## src/rtl/uart_mem_responder.sv

```systemverilog
// UART memory-protocol target: turns rx command frames into one 32-bit memory
// access and streams back the read word or a 0xC8 write acknowledge.
module uart_mem_responder #(
  parameter logic [31:0] TimeoutCycles = 32'd65536
) (
  input  logic        clk_i,
  input  logic        reset_i,
  input  logic [7:0]  rx_tdata_i,
  input  logic        rx_tvalid_i,
  output logic        rx_tready_o,
  output logic [7:0]  tx_tdata_o,
  output logic        tx_tvalid_o,
  input  logic        tx_tready_i,
  output logic        mem_valid_o,
  output logic [3:0]  mem_wstrb_o,
  output logic [31:0] mem_addr_o,
  output logic [31:0] mem_wdata_o,
  input  logic [31:0] mem_rdata_i,
  input  logic        mem_ready_i,
  output logic        err_o
);

  localparam logic [2:0] IDLE      = 3'd0;
  localparam logic [2:0] RECV_ADDR = 3'd1;
  localparam logic [2:0] RECV_DATA = 3'd2;
  localparam logic [2:0] MEM_REQ   = 3'd3;
  localparam logic [2:0] SEND_DATA = 3'd4;
  localparam logic [2:0] SEND_ACK  = 3'd5;

  logic [2:0]  state_q, state_d;
  logic [1:0]  cnt_q, cnt_d;
  logic [31:0] tmo_q, tmo_d;
  logic [3:0]  wstrb_q, wstrb_d;
  logic [31:0] addr_q, addr_d;
  logic [31:0] wdata_q, wdata_d;
  logic [31:0] rdata_q, rdata_d;
  logic        mem_valid_q, mem_valid_d;
  logic        tx_valid_q, tx_valid_d;
  logic [7:0]  tx_data_q, tx_data_d;
  logic        err_q, err_d;

  logic        rx_ready;
  logic        rx_hs;
  logic        tx_hs;
  logic [1:0]  cnt_next;

  assign rx_ready = !reset_i &&
                    (state_q == IDLE || state_q == RECV_ADDR || state_q == RECV_DATA);
  assign rx_hs    = rx_tvalid_i && rx_ready;
  assign tx_hs    = tx_valid_q && tx_tready_i;
  assign cnt_next = cnt_q + 2'd1;

  always_comb begin
    state_d     = state_q;
    cnt_d       = cnt_q;
    tmo_d       = '0;
    wstrb_d     = wstrb_q;
    addr_d      = addr_q;
    wdata_d     = wdata_q;
    rdata_d     = rdata_q;
    mem_valid_d = mem_valid_q;
    tx_valid_d  = tx_valid_q;
    tx_data_d   = tx_data_q;
    err_d       = 1'b0;

    case (state_q)
      IDLE: begin
        cnt_d = '0;
        if (rx_hs) begin
          if (rx_tdata_i == 8'h77) begin
            wstrb_d = 4'h0;
            state_d = RECV_ADDR;
          end else if (rx_tdata_i[7:4] == 4'h2 && rx_tdata_i[3:0] != 4'h0) begin
            wstrb_d = rx_tdata_i[3:0];
            state_d = RECV_ADDR;
          end else begin
            err_d = 1'b1;
          end
        end
      end

      RECV_ADDR, RECV_DATA: begin
        if (rx_hs) begin
          if (state_q == RECV_ADDR) addr_d[{cnt_q, 3'b000} +: 8] = rx_tdata_i;
          else                      wdata_d[{cnt_q, 3'b000} +: 8] = rx_tdata_i;
          cnt_d = cnt_next;
          if (cnt_q == 2'd3) begin
            if (state_q == RECV_ADDR && wstrb_q != 4'h0) begin
              state_d = RECV_DATA;
            end else begin
              state_d     = MEM_REQ;
              mem_valid_d = 1'b1;
            end
          end
        end else if (TimeoutCycles != 32'd0 && tmo_q + 32'd1 == TimeoutCycles) begin
          // Stalled sender: drop the partial frame and resync on the next command byte.
          state_d = IDLE;
          cnt_d   = '0;
          err_d   = 1'b1;
        end else begin
          tmo_d = tmo_q + 32'd1;
        end
      end

      MEM_REQ: begin
        cnt_d = '0;
        if (mem_ready_i) begin
          mem_valid_d = 1'b0;
          tx_valid_d  = 1'b1;
          if (wstrb_q == 4'h0) begin
            rdata_d   = mem_rdata_i;
            tx_data_d = mem_rdata_i[7:0];
            state_d   = SEND_DATA;
          end else begin
            tx_data_d = 8'hC8;
            state_d   = SEND_ACK;
          end
        end
      end

      SEND_DATA: begin
        if (tx_hs) begin
          cnt_d = cnt_next;
          if (cnt_q == 2'd3) begin
            tx_valid_d = 1'b0;
            state_d    = IDLE;
          end else begin
            tx_data_d = rdata_q[{cnt_next, 3'b000} +: 8];
          end
        end
      end

      SEND_ACK: begin
        cnt_d = '0;
        if (tx_hs) begin
          tx_valid_d = 1'b0;
          state_d    = IDLE;
        end
      end

      default: begin
        state_d = IDLE;
        cnt_d   = '0;
      end
    endcase
  end

  always_ff @(posedge clk_i or posedge reset_i) begin
    if (reset_i) begin
      state_q     <= IDLE;
      cnt_q       <= '0;
      tmo_q       <= '0;
      wstrb_q     <= '0;
      addr_q      <= '0;
      wdata_q     <= '0;
      rdata_q     <= '0;
      mem_valid_q <= 1'b0;
      tx_valid_q  <= 1'b0;
      tx_data_q   <= '0;
      err_q       <= 1'b0;
    end else begin
      state_q     <= state_d;
      cnt_q       <= cnt_d;
      tmo_q       <= tmo_d;
      wstrb_q     <= wstrb_d;
      addr_q      <= addr_d;
      wdata_q     <= wdata_d;
      rdata_q     <= rdata_d;
      mem_valid_q <= mem_valid_d;
      tx_valid_q  <= tx_valid_d;
      tx_data_q   <= tx_data_d;
      err_q       <= err_d;
    end
  end

  assign rx_tready_o = rx_ready;
  assign tx_tdata_o  = tx_data_q;
  assign tx_tvalid_o = tx_valid_q;
  assign mem_valid_o = mem_valid_q;
  assign mem_wstrb_o = wstrb_q;
  assign mem_addr_o  = addr_q;
  assign mem_wdata_o = wdata_q;
  assign err_o       = err_q;

endmodule

```

## config.mk

```make
export PLATFORM = sky130hd
export DESIGN_NAME = uart_mem_responder
export DESIGN_NICKNAME = d
export VERILOG_FILES = /design/src/rtl/uart_mem_responder.sv
export SDC_FILE = /design/constraint.sdc
export NUM_CORES = 1
export LEC_CHECK = 0
export BUFFER_PORTS_ARGS = -buffer_cell sky130_fd_sc_hd__buf_2
export CORE_UTILIZATION = 40
export DETAILED_ROUTE_END_ITERATION = 8
export PLACE_DENSITY = 0.63
export SYNTH_ARGS = -nofsm -noshare
export SYNTH_HDL_FRONTEND = slang
export SYNTH_SLANG_ARGS = --single-unit
export TNS_END_PERCENT = 1
```

## constraint.sdc

```tcl
create_clock -name clk_i -period 12.2 [get_ports clk_i]
set_input_delay 2.44 -clock clk_i [delete_from_list [all_inputs] [get_ports clk_i]]
set_output_delay 2.44 -clock clk_i [all_outputs]
set_load 0.01 [all_outputs]
```

Word level (Yosys, flattened, before mapping). Cells that the tools add are included.

Bits in registers: 148. Output and inout bits: 80. Logic and storage cells: 110.

Add/subtract/negate cells: 3. Equality and inequality tests: 21. Shift operators: 3. Multiplexer cells: 45. Bitwise operators: 1. Reduce and logical (&&, ||, !) cells: 26.

Operators by type and width (number): 32-bit two-way mux (3); 32-bit bitwise mux (2); 32-bit by 1-bit adder with 32-bit output (second input constant) (1); 32-bit by 17-bit equality test with 1-bit output (second input constant) (1); 8-bit two-way mux (4); 8-bit by 7-bit variable shift with 32-bit output (first input constant) (1); 32-bit by 6-bit variable part select with 8-bit output (1); 8-bit by 7-bit variable part select with 32-bit output (1); 3-bit two-way mux (10); 2-bit != test (second input constant) (9); 8-bit case mux with 2 select lines (1); 1-bit two-way mux (15); 3-bit case mux with 5 select lines (1); 3-bit AND reduction (4); 5-bit AND reduction (2); 8-bit by 7-bit equality test with 1-bit output (second input constant) (1); 4-bit two-way mux (2); 8-bit AND reduction (1); 4-bit nonzero test (2); 5-bit negator with 7-bit output (1); 3-bit by 2-bit equality test with 1-bit output (second input constant) (2); 3-bit equality test (second input constant) (2); 2-bit two-way mux (3); 3-bit != test (second input constant) (2); 19 further kinds (27).

Longest topological paths before layout. Gate-level depths: netlist (run 1).

Depth in word-level cells: 7. Mapped depth: 11. Mapped depth without buffers: 9.

Worst setup path after synthesis (run 1). No wires, ideal clock.

Path type: input to output. From: input reset_i. To: output rx_tready_o. Arrival: 2869 ps. Required time: 9760 ps. Slack: 6891 ps. Cell stages on the path: 1. Path buffers: 0. Cells stage by stage: a211oi_1.

Longest elaborated chain between the ends: 2.

RTL lines: start, declared (line 7) `input logic reset_i,`; 1-bit zero test (no source line); 1-bit logical AND (line 47) `assign rx_ready = !reset_i &&`; end, declared (line 10) `output logic rx_tready_o,`.

Every way passes these cells.

Worst setup path in the final report (run 1). Same ends and word-level chain as after synthesis.

==> results of run 1 <==
-- cells by family after synthesis --
kind of cell,count (synthesis),synth area share
AO/OA/AOI/OAI,125,0.105
XOR/XNOR,35,0.0445
adder cells (fa/ha/maj),6,0.0109
buffers and inverters,40,0.0247
flip-flops,148,0.538
multiplexers,41,0.0802
AND/OR/NAND/NOR,292,0.196
-- cell type report --
type	instances	area, um^2
multi-input combinational	499	3020
timing repair buffer	127	643
clock inverter	12	155
sequential	148	3700
tap	220	275
fill	1578	8400
inverter	13	53.8
clock buffer	19	453
-- per-layer routing --
metal | vias up | part of all wire | track usage
met5 | - | 0 | 0
met1 | 2623 | 0.47 | 0.265
li1 | 2649 | - | -
met4 | 0 | 0.012 | 0.0587
met3 | 14 | 0.047 | 0.0457
met2 | 146 | 0.47 | 0.317
-- worst max-delay path: stages --
cell      delay, ns
buf_2          0.13
a211oi_1       0.31
buf_2          0.21
-- how the worst max path moves through the flow --
| stage | endpoint | cells past startpoint | startpoint | slack, ns |
|---|---|---|---|---|
| 3_5_place_dp | rx_tready_o | 3 | reset_i | 6.68 |
| 5_1_grt | rx_tready_o | 3 | reset_i | 6.57 |
| 6_report | rx_tready_o | 3 | reset_i | 6.68 |
| 2_1_floorplan | cnt_q[0] | 1 | reset_i | 5.78 |
| 4_1_cts | rx_tready_o | 3 | reset_i | 6.67 |
| 3_3_place_gp | rx_tready_o | 3 | reset_i | 6.70 |
-- through the flow --
| step | instance area (um^2) | util | power, mW | hold WS, ns |
|---|---|---|---|---|
| after floorplan | 6880 | - | 0.808 | 0.475 |
| after global placement | 7690 | 0.461 | 0.921 | 0.458 |
| after detailed placement | 7690 | 0.461 | 0.924 | 0.466 |
| after CTS | 8300 | 0.497 | 1.46 | 0.479 |
| after global routing | 8300 | 0.497 | 1.53 | 0.490 |
| final | 8300 | 0.497 | 1.45 | 0.473 |
-- Yosys cell counts (3+ instances only) --
| library cell | n | area share |
|---|---|---|
| nor3b_1 | 4 | 0.0044 |
| nand2_1 | 133 | 0.073 |
| ha_1 | 6 | 0.011 |
| and3_1 | 9 | 0.0082 |
| o21ai_0 | 77 | 0.056 |
| and2_1 | 3 | 0.0027 |
| nor2_1 | 65 | 0.035 |
| nand4_1 | 16 | 0.015 |
| nor3_1 | 8 | 0.0058 |
| a22oi_1 | 5 | 0.0055 |
| a31oi_1 | 3 | 0.0027 |
| mux2_2 | 33 | 0.054 |
| nand2b_1 | 5 | 0.0045 |
| buf_2 | 6 | 0.0044 |
| o31ai_1 | 5 | 0.0055 |
| xnor2_1 | 23 | 0.029 |
| nor4_1 | 8 | 0.0073 |
| a21oi_1 | 14 | 0.010 |
| mux4_2 | 8 | 0.026 |
| nor2b_1 | 3 | 0.0027 |
| dfrtp_1 | 148 | 0.54 |
| or3_1 | 5 | 0.0045 |
| o22ai_1 | 3 | 0.0027 |
| clkbuf_1 | 18 | 0.0098 |
| xor2_1 | 12 | 0.015 |
| nand3_1 | 21 | 0.015 |
| inv_1 | 13 | 0.0071 |
-- state kept, by name (all words and copies together) (netlist names) --
name         flops
mem_addr_o      32
mem_wdata_o     32
rdata_q         32
tmo_q           32
tx_tdata_o       8
mem_wstrb_o      4
state_q          3
cnt_q            2
err_o            1
mem_valid_o      1
tx_tvalid_o      1
-- power by group --
part	leakage, nW	internal (mW)	switching (mW)
combinational	1.50	0.115	0.197
sequential	2.02	0.546	0.0549
clock	0.295	0.332	0.204
total	3.82	0.992	0.456
==> key figures, run 1 <==
Drt
  • Vias/cell: 5.23
  • Drt drc: 0
  • Starting DRT DRC Count: 273
  • Routed wire length: 16700 um
  • Pre-antenna DRT Iters: 4
  • Wire length per cell: 16.1 um
  • Number of routed nets with antenna violations: 0
  • Vias: between 5000 and 6000

Global routing
  • GRT Residual Overflow: 0
  • Largest net degree at the start of global routing: 88
  • GRT Total Usage: 0.197
  • Initial antenna violation count: 0
  • Global-route wire length before repair: 27200 um
  • Vias in the first global route: 5163

Yosys
  • Yosys cell types: 53
  • Synth warnings: 0
  • Synth Cell Area: 0.00688 mm^2
  • Synth async-reset ratio: 1.00
  • Post-synthesis sequential area ratio: 0.538
  • Cell count after synthesis: slightly below 700
  • Register bit count reported by yosys: roughly 150
  • Main flop type after synthesis: dfrtp_1
  • Mean Syn Cell Area: 10.0 um^2
  • Post-synth EDFFs: 0
  • Mapped Nets: 738

Final layout
  • Most common cell after layout, fill and taps aside: dfrtp_1
  • Syn-to-layout area delta: 20.6%
  • Most frequent cells in the layout: dfrtp_1 (148), nand2_1 (133), buf_2 (124)
  • Cell Count, Final, Fillers Out: 1038
  • # diodes: 0
  • Layout cell share with drive strength beyond 1: 0.257
  • Layout Nets: 857

Timing
  • Slew headroom: 0.253
  • Layout Skew: between 0.009 and 0.01 ns
  • Crit share post-route: 0.453
  • Max Fclk: roughly 180 MHz
  • Worst-margin pin slew: between 1 and 1.5 ns
  • Hold Vio Cnt, Final: 0
  • RSZ-0062 raised after global routing: false
  • Setup ws final: between 6 and 7 ns
  • Min Tclk post-route: approximately 5.5 ns
  • Final setup viols: 0
  • Setup TNS: 0 ns
  • Slew Limit Fails: 0

Clock network
  • Clock Tree Buf Depth: 2
  • Clock transition at path regs: 0.06 ns
  • Postcts setup bufs: 0
  • Clk_lat worst skew: 0.42 ns
  • Hold_buf cts: 0
  • Clock Sinks: roughly 150
  • H-tree levels: 4
  • Clock root buffer master: clkbuf_16
  • Post-CTS Resized: 0
  • Num CTS Buffers: 17
  • CTS tree: yes

Setup path
  • Setup slack, reg-to-reg: between 8 and 9 ns
  • Reg2reg start: tmo_q[3]
  • R2r endpoint: cnt_q[0]
  • Setup crit start kind: primary input
  • CP Data Required Time: roughly 10 ns
  • Crit path DAT: 3.08 ns
  • Worst-path fanout max: 4
  • Setup CP Type: primary input to output pin
  • Depth of the most critical reg-to-reg path: 9
  • Critical Path Sink Type: output pin

Floorplanning
  • Die Width: about 130 um
  • Initial Utilization: 0.412
  • Area of the core: 0.0167 mm^2
  • # IOs: roughly 130
  • FP Rows: 47
  • Full die area: 0.0177 mm^2
  • Die extent in y: 133 um

Place
  • Post-Place Cells: 1007
  • GP Congestion: 0.829
  • Dpl hpwl: roughly 12000 um
  • I/O Buffers: ~120
  • Pre-CTS setup slack: 6.68 ns

Hold path
  • Min-delay worst type: register to register
  • WHS Endpoint: mem_wdata_o[5]
  • Min-delay src: mem_wdata_o[5]
  • Hold path cells: 2

Status
  • Status: finished, final reports clean

Job
  • Max-capacitance violation count: 0

Pwr
  • Pleak: 3.82 nW
  • VDD IR-drop max: 0.123 mV
  • Power density over the cells: 174 mW/mm^2
(Power assumes the default switching activity.)
==> inputs of run 2 (changes only) <==
--- a/config.mk
+++ b/config.mk
@@ -8,7 +8,7 @@
 export BUFFER_PORTS_ARGS = -buffer_cell sky130_fd_sc_hd__buf_2
 export CORE_UTILIZATION = 40
 export DETAILED_ROUTE_END_ITERATION = 8
-export PLACE_DENSITY = 0.63
+export PLACE_DENSITY = 0.65
 export SYNTH_ARGS = -nofsm -noshare
 export SYNTH_HDL_FRONTEND = slang
 export SYNTH_SLANG_ARGS = --single-unit
==> constraint.sdc (replaced) <==
create_clock -name clk_i -period 4.5 [get_ports clk_i]
set_input_delay 0.9 -clock clk_i [delete_from_list [all_inputs] [get_ports clk_i]]
set_output_delay 0.9 -clock clk_i [all_outputs]
set_load 0.01 [all_outputs]
==> key figures, run 2 (synthesis results as in run 1) <==
Pwr
  • Sequential power share: 0.419 (was 0.415)
  • VDD IR-drop max: 0.356 mV (was 0.123 mV)
  • Power Total: 3.87 mW (was 1.45 mW)
  • Power density over the cells: 466 mW/mm^2 (was 174 mW/mm^2)
  • Internal power: 2.64 mW (was 0.992 mW)
  • Clk pwr share: 0.359 (was 0.370)
  • Pleak: 3.82 nW (about the same)
  • P_sw: 1.23 mW (was 0.456 mW)
  • Combinational share of power: 0.223 (was 0.215)
  • Switching part of the total power: 0.318 (was 0.315)

Clock network
  • Clock root buffer master: clkbuf_16 (unchanged)
  • Clock Tree Buf Depth: 2 (unchanged)
  • Clock transition at path regs: 0.06 ns (about the same)
  • Hold_buf cts: 0 (unchanged)
  • Clock Sinks: 148 (unchanged)
  • Clk_lat worst skew: 0.42 ns (about the same)
  • Postcts setup bufs: 0 (unchanged)
  • Num CTS Buffers: 17 (unchanged)
  • H-tree levels: 4 (unchanged)
  • Post-CTS Resized: 0 (unchanged)
  • CTS tree: yes (unchanged)

Drt
  • Met2 wire len: 7880 um (was 7850 um)
  • Vias: 5455 (was 5432)
  • Starting DRT DRC Count: 296 (was 273)
  • Drt drc: 0 (unchanged)
  • Pre-antenna DRT Iters: 5 (was 4)
  • Uppermost layer routed: met4 (unchanged)
  • Routed length on met1: 7720 um (was 7890 um)
  • Number of routed nets with antenna violations: 0 (unchanged)
  • Routed wire length: 16700 um (about the same)
  • Wire length per cell: 16.0 um (was 16.1 um)
  • Vias/cell: 5.23 (about the same)
  • Met3 WL: 891 um (was 779 um)

Timing
  • RSZ-0062 raised after global routing: false (unchanged)
  • Slew Limit Fails: 0 (unchanged)
  • Max Fclk: roughly 290 MHz
  • Layout Skew: 0.00949 ns (was 0.00905 ns)
  • Min Tclk post-route: about 3.5 ns
  • Hold Vio Cnt, Final: 0 (unchanged)
  • Setup TNS: 0 ns (unchanged)
  • Slew headroom: 0.245 (was 0.253)
  • Crit share post-route: 0.780
  • Final setup viols: 0 (unchanged)
  • Worst-margin pin slew: 1.13 ns (was 1.12 ns)

Status
  • Status: finished, final reports clean (unchanged)

Final layout
  • Layout Nets: 860 (was 857)
  • Layout cell share with drive strength beyond 1: 0.257 (about the same)
  • Most frequent cells in the layout: dfrtp_1 (148), nand2_1 (133), buf_2 (124) (unchanged)
  • Most common cell after layout, fill and taps aside: dfrtp_1 (unchanged)
  • Cell area after layout: 0.00830 mm^2 (about the same)
  • Syn-to-layout area delta: 20.7% (was 20.6%)

Setup path
  • R2r endpoint: cnt_q[0] (unchanged)
  • Setup CP Type: register to register (was primary input to output pin)
  • Worst-path fanout max: 17 (was 4)
  • Setup slack, reg-to-reg: 0.99 ns (was 8.60 ns)
  • Critical Path Sink Type: register (was output pin)
  • Reg2reg start: tmo_q[0] (was tmo_q[3])
  • Crit path DAT: 3.77 ns (was 3.08 ns)
  • Worst Setup SP: tmo_q[0] (was reset_i)
  • CP Data Required Time: 4.76 ns (was 9.76 ns)
  • Setup crit start kind: register (was primary input)
  • Depth of the most critical reg-to-reg path: 10 (was 9)

Hold path
  • Min-delay worst type: register to register (unchanged)
  • Hold path cells: 2 (unchanged)
  • WHS Endpoint: mem_wdata_o[15] (was mem_wdata_o[5])
  • Min-delay src: mem_wdata_o[15] (was mem_wdata_o[5])

Floorplanning
  • Area of the core: 0.0167 mm^2 (unchanged)
  • FP Rows: 47 (unchanged)
  • Initial Utilization: 0.412 (unchanged)
  • # IOs: 125 (unchanged)
  • Full die area: 0.0177 mm^2 (unchanged)
  • Die extent in y: 133 um (unchanged)
  • Die Width: 133 um (unchanged)

Global routing
  • Initial antenna violation count: 1 (was 0)
  • GRT Residual Overflow: 0 (unchanged)
  • Largest net degree at the start of global routing: 119 (was 88)
  • Global-route wire length before repair: 27000 um (was 27200 um)
  • Vias in the first global route: 5239 (was 5163)
  • GRT Total Usage: 0.195 (was 0.197)

Job
  • Max-capacitance violation count: 0 (unchanged)

Place
  • I/O Buffers: 124 (unchanged)
  • Post-DP Area: 0.00773 mm^2 (was 0.00769 mm^2)
  • GP Congestion: 0.840 (was 0.829)
  • Dpl hpwl: 11900 um (was 12000 um)
-- run 2: final cells by class --
class,count,area (um^2)
Fill cell,1579,8400
Timing Repair Buffer,130,678
Clock inverter,11,125
Tap cell,220,275
Multi-Input combinational cell,499,3020
Inverter,13,52.6
Sequential cell,148,3700
Antenna cell,1,2.50
Clock buffer,21,450
-- run 2: power by group through the flow --
| stage | Combinational [mW] | Clock, mW | Sequential, mW |
|---|---|---|---|
| detailed placement | 0.869 | 0 | 1.64 |
| global route | 0.959 | 1.48 | 1.64 |
| CTS | 0.874 | 1.42 | 1.62 |
| finish | 0.862 | 1.39 | 1.62 |
| global placement | 0.861 | 0 | 1.64 |
| floorplan | 0.551 | 0 | 1.64 |
-- run 2: layer usage --
layer / track usage / vias up
met5: 0 / -
met4: 0.0549 / 0
met3: 0.0495 / 17
met2: 0.307 / 157
met1: 0.269 / 2628
li1: - / 2653
-- run 2: worst max path at each step --
stage / cells past startpoint / end / slack, ns
after floorplan: 11 / tmo_q[13] / 1.36
after global routing: 10 / cnt_q[0] / 0.81
after global placement: 10 / cnt_q[0] / 1.09
after CTS: 10 / cnt_q[0] / 1.01
after detailed placement: 10 / cnt_q[0] / 1.04
final: 10 / cnt_q[0] / 0.99
-- run 2: metrics by stage --
stage | worst slack (ns) | util | hold WS (ns) | instances
2_1_floorplan | 1.36 | - | 0.475 | 687
5_1_grt | 0.809 | 0.497 | 0.492 | 1043
6_report | 0.991 | 0.497 | 0.475 | 1043
3_3_place_gp | 1.09 | 0.463 | 0.458 | 1010
4_1_cts | 1.01 | 0.497 | 0.478 | 1042
3_5_place_dp | 1.04 | 0.463 | 0.464 | 1010
-- run 2: critical path, stage by stage, from the launching register on --
cell	delay, ns
dfrtp_1	0.43
ha_1	0.27
nand3_1	0.26
or4_4	0.63
o31a_1	0.34
a211oi_2	0.23
nand3_1	0.13
or4_4	0.56
o21bai_2	0.15
buf_4	0.24
a31oi_1	0.11
==> inputs of run 3 (changes only) <==
--- a/config.mk
+++ b/config.mk
@@ -5,10 +5,11 @@
 export SDC_FILE = /design/constraint.sdc
 export NUM_CORES = 1
 export LEC_CHECK = 0
+export ABC_AREA = 1
 export BUFFER_PORTS_ARGS = -buffer_cell sky130_fd_sc_hd__buf_2
 export CORE_UTILIZATION = 40
 export DETAILED_ROUTE_END_ITERATION = 8
-export PLACE_DENSITY = 0.65
+export PLACE_DENSITY = 0.62
 export SYNTH_ARGS = -nofsm -noshare
 export SYNTH_HDL_FRONTEND = slang
 export SYNTH_SLANG_ARGS = --single-unit
==> constraint.sdc (replaced) <==
create_clock -name clk_i -period 3.4 [get_ports clk_i]
set_input_delay 0.68 -clock clk_i [delete_from_list [all_inputs] [get_ports clk_i]]
set_output_delay 0.68 -clock clk_i [all_outputs]
set_load 0.01 [all_outputs]
==> key figures, run 3 <==
Status
  • Status: finished, final reports clean (unchanged)

Hold path
  • Min-delay worst type: primary input to async pin (was register to register)

Setup path
  • Worst Setup EP: cnt_q[0] (unchanged)
  • Worst Setup SP: tmo_q[0] (unchanged)
  • Setup crit start kind: register (unchanged)
  • Worst-path fanout max: 34 (was 17)
  • Crit path DAT: 2.91 ns (was 3.77 ns)
  • R2r endpoint: cnt_q[0] (unchanged)
  • Reg2reg start: tmo_q[0] (unchanged)
  • Depth of the most critical reg-to-reg path: 16 (was 10)
  • Setup CP Type: register to register (unchanged)
  • CP Data Required Time: 3.71 ns (was 4.76 ns)
  • Setup slack, reg-to-reg: 0.79 ns (was 0.99 ns)
  • Critical Path Sink Type: register (unchanged)

Clock network
  • Clock Tree Buf Depth: 2 (unchanged)
  • Clock transition at path regs: 0.07 ns (was 0.06 ns)
  • Hold_buf cts: 0 (unchanged)
  • Postcts setup bufs: 0 (unchanged)
  • Clock Sinks: 148 (unchanged)
  • CTS tree: yes (unchanged)
  • Post-CTS Resized: 0 (unchanged)
  • H-tree levels: 4 (unchanged)
  • Num CTS Buffers: 17 (unchanged)
  • Clock root buffer master: clkbuf_16 (unchanged)
  • Clk_lat worst skew: 0.42 ns (about the same)

Place
  • GP Congestion: 0.870 (was 0.840)
  • Pre-CTS setup slack: 0.786 ns (was 1.04 ns)
  • Post-Place Cells: 1199 (was 1010)
  • Dpl hpwl: 13400 um (was 11900 um)
  • I/O Buffers: 124 (unchanged)

Drt
  • Routed wire length: 18300 um (was 16700 um)
  • Vias/cell: 4.94 (was 5.23)
  • Vias: 6086 (was 5455)
  • Starting DRT DRC Count: 423 (was 296)
  • Number of routed nets with antenna violations: 0 (unchanged)
  • Wire length per cell: 14.8 um (was 16.0 um)
  • Drt drc: 0 (unchanged)
  • Pre-antenna DRT Iters: 7 (was 5)

Floorplanning
  • FP Rows: 49 (was 47)
  • Area of the core: 0.0180 mm^2 (was 0.0167 mm^2)
  • Die extent in y: 137 um (was 133 um)
  • Full die area: 0.0189 mm^2 (was 0.0177 mm^2)
  • Initial Utilization: 0.408 (was 0.412)
  • # IOs: 125 (unchanged)
  • Die Width: 137 um (was 133 um)

Timing
  • Setup TNS: 0 ns (unchanged)
  • Min Tclk post-route: 2.61 ns (was 3.51 ns)
  • Final setup viols: 0 (unchanged)
  • Max Fclk: 384 MHz (was 285 MHz)
  • Crit share post-route: 0.767 (was 0.780)
  • Setup ws final: 0.794 ns (was 0.991 ns)
  • Worst-margin pin slew: 0.569 ns (was 1.13 ns)
  • Layout Skew: 0.00895 ns (was 0.00949 ns)
  • Hold Vio Cnt, Final: 0 (unchanged)
  • Slew headroom: 0.620 (was 0.245)
  • RSZ-0062 raised after global routing: false (unchanged)
  • Slew Limit Fails: 0 (unchanged)

Job
  • Max-capacitance violation count: 0 (unchanged)

Pwr
  • Pleak: 4.51 nW (was 3.82 nW)
  • Power Total: 5.74 mW (was 3.87 mW)
  • VDD IR-drop max: 0.396 mV (was 0.356 mV)
  • Power density over the cells: 652 mW/mm^2 (was 466 mW/mm^2)

Yosys
  • Area leader, netlist: dfrtp_1 (unchanged)
  • Cell count after synthesis: 855 (was 687)
  • Post-synth EDFFs: 0 (unchanged)
  • Yosys cell types: 37 (was 53)
  • Post-synthesis sequential area ratio: 0.506 (was 0.538)
  • Synth async-reset ratio: 1.00 (unchanged)
  • Synth top cells by count: nand2_1 (277), dfrtp_1 (148), nor2_1 (94) (was dfrtp_1 (148), nand2_1 (133), o21ai_0 (77))
  • Synth Cell Area: 0.00732 mm^2 (was 0.00688 mm^2)
  • Synth top area cells: dfrtp_1 (51%), nand2_1 (14%), mux2_2 (9.8%), nor2_1 (4.8%), inv_1 (3.6%) (was dfrtp_1 (54%), nand2_1 (7.3%), o21ai_0 (5.6%), mux2_2 (5.4%), nor2_1 (3.5%))
  • Main flop type after synthesis: dfrtp_1 (unchanged)
  • Mean Syn Cell Area: 8.57 um^2 (was 10.0 um^2)
  • Mapped Nets: 906 (was 738)
  • Count leader, synth: nand2_1 (was dfrtp_1)
  • Register bit count reported by yosys: 148 (unchanged)
  • Synth top area share: 0.506 (was 0.538)
  • Synth warnings: 0 (unchanged)

Global routing
  • Vias in the first global route: 5957 (was 5239)
  • GRT Residual Overflow: 0 (unchanged)
  • Initial antenna violation count: 0 (was 1)
  • Global-route wire length before repair: 29900 um (was 27000 um)
  • Largest net degree at the start of global routing: 59 (was 119)
  • GRT Total Usage: 0.208 (was 0.195)

Final layout
  • Most frequent cells in the layout: nand2_1 (277), dfrtp_1 (148), buf_2 (124) (was dfrtp_1 (148), nand2_1 (133), buf_2 (124))
  • Cell Count, Final, Fillers Out: 1231 (was 1043)
  • Layout cell share with drive strength beyond 1: 0.259 (was 0.257)
  • Layout Nets: 1040 (was 860)
  • Syn-to-layout area delta: 20.3% (was 20.7%)
  • Fillers: 1750 (was 1579)
  • # diodes: 0 (was 1)
  • Final design utilization: 0.490 (was 0.497)
  • Most common cell after layout, fill and taps aside: nand2_1 (was dfrtp_1)
-- run 3: layer usage --
| metal | vias up | GRT usage | wire length, um |
|---|---|---|---|
| li1 | 3041 | - | - |
| met1 | 2861 | 0.272 | 8190 |
| met2 | 152 | 0.332 | 8760 |
| met3 | 32 | 0.0511 | 833 |
| met4 | 0 | 0.0836 | 489 |
| met5 | - | 0 | 0 |
-- run 3: area by class of cell --
class / instances / area [um^2] / share of cell area
inverter: 74 / 282 / 0.0320
tap: 229 / 287 / 0.0325
timing repair buffer: 133 / 701 / 0.0796
multi-input combinational: 615 / 3250 / 0.370
clock inverter: 14 / 141 / 0.0161
clock buffer: 18 / 439 / 0.0499
sequential: 148 / 3700 / 0.421
-- run 3: worst min-delay path by stage --
stage | depth (start not counted) | endpoint
floorplan | 2 | rdata_q[16]
global placement | 2 | rdata_q[7]
detailed placement | 2 | rdata_q[19]
CTS | 2 | tx_tdata_o[0]
global route | 2 | rdata_q[0]
finish | 2 | rdata_q[0]
-- run 3: worst max-delay path, cell delays in order (launching register included) --
cell and delay [ns]:
dfrtp_1 0.38, ha_1 0.24, nand2_2 0.10, nor2_4 0.16, nand2_2 0.12, nor2_4 0.17, nand2_1 0.09, nand2_1 0.09
nand2_1 0.05, nor2_1 0.11, nand2_1 0.08, nor2_1 0.11, nand3_2 0.12, nand2_4 0.34, nand2_1 0.19, nand2_1 0.09
o21ai_1 0.06
-- run 3: power breakdown --
part / leakage [nW] / switching, mW / total [mW] / internal, mW
registers: 1.97 / 0.234 / 2.37 / 2.14
logic: 2.25 / 0.969 / 1.51 / 0.545
clock network: 0.283 / 0.808 / 1.86 / 1.05
-- run 3: through the flow --
step,area [um^2],hold WS [ns]
global route,8810,0.271
detailed placement,8230,0.459
global placement,8230,0.457
floorplan,7330,0.442
finish,8810,0.254
CTS,8810,0.254
-- run 3: kinds of logic after synthesis --
kind of cell    Yosys count  share of synthesized area
simple gates            470                      0.278
flops                   148                      0.506
buf+inv                  92                     0.0506
compound gates           74                     0.0562
mux                      64                     0.0984
fa+ha+maj                 6                     0.0103
xor+xnor                  1                    0.00120
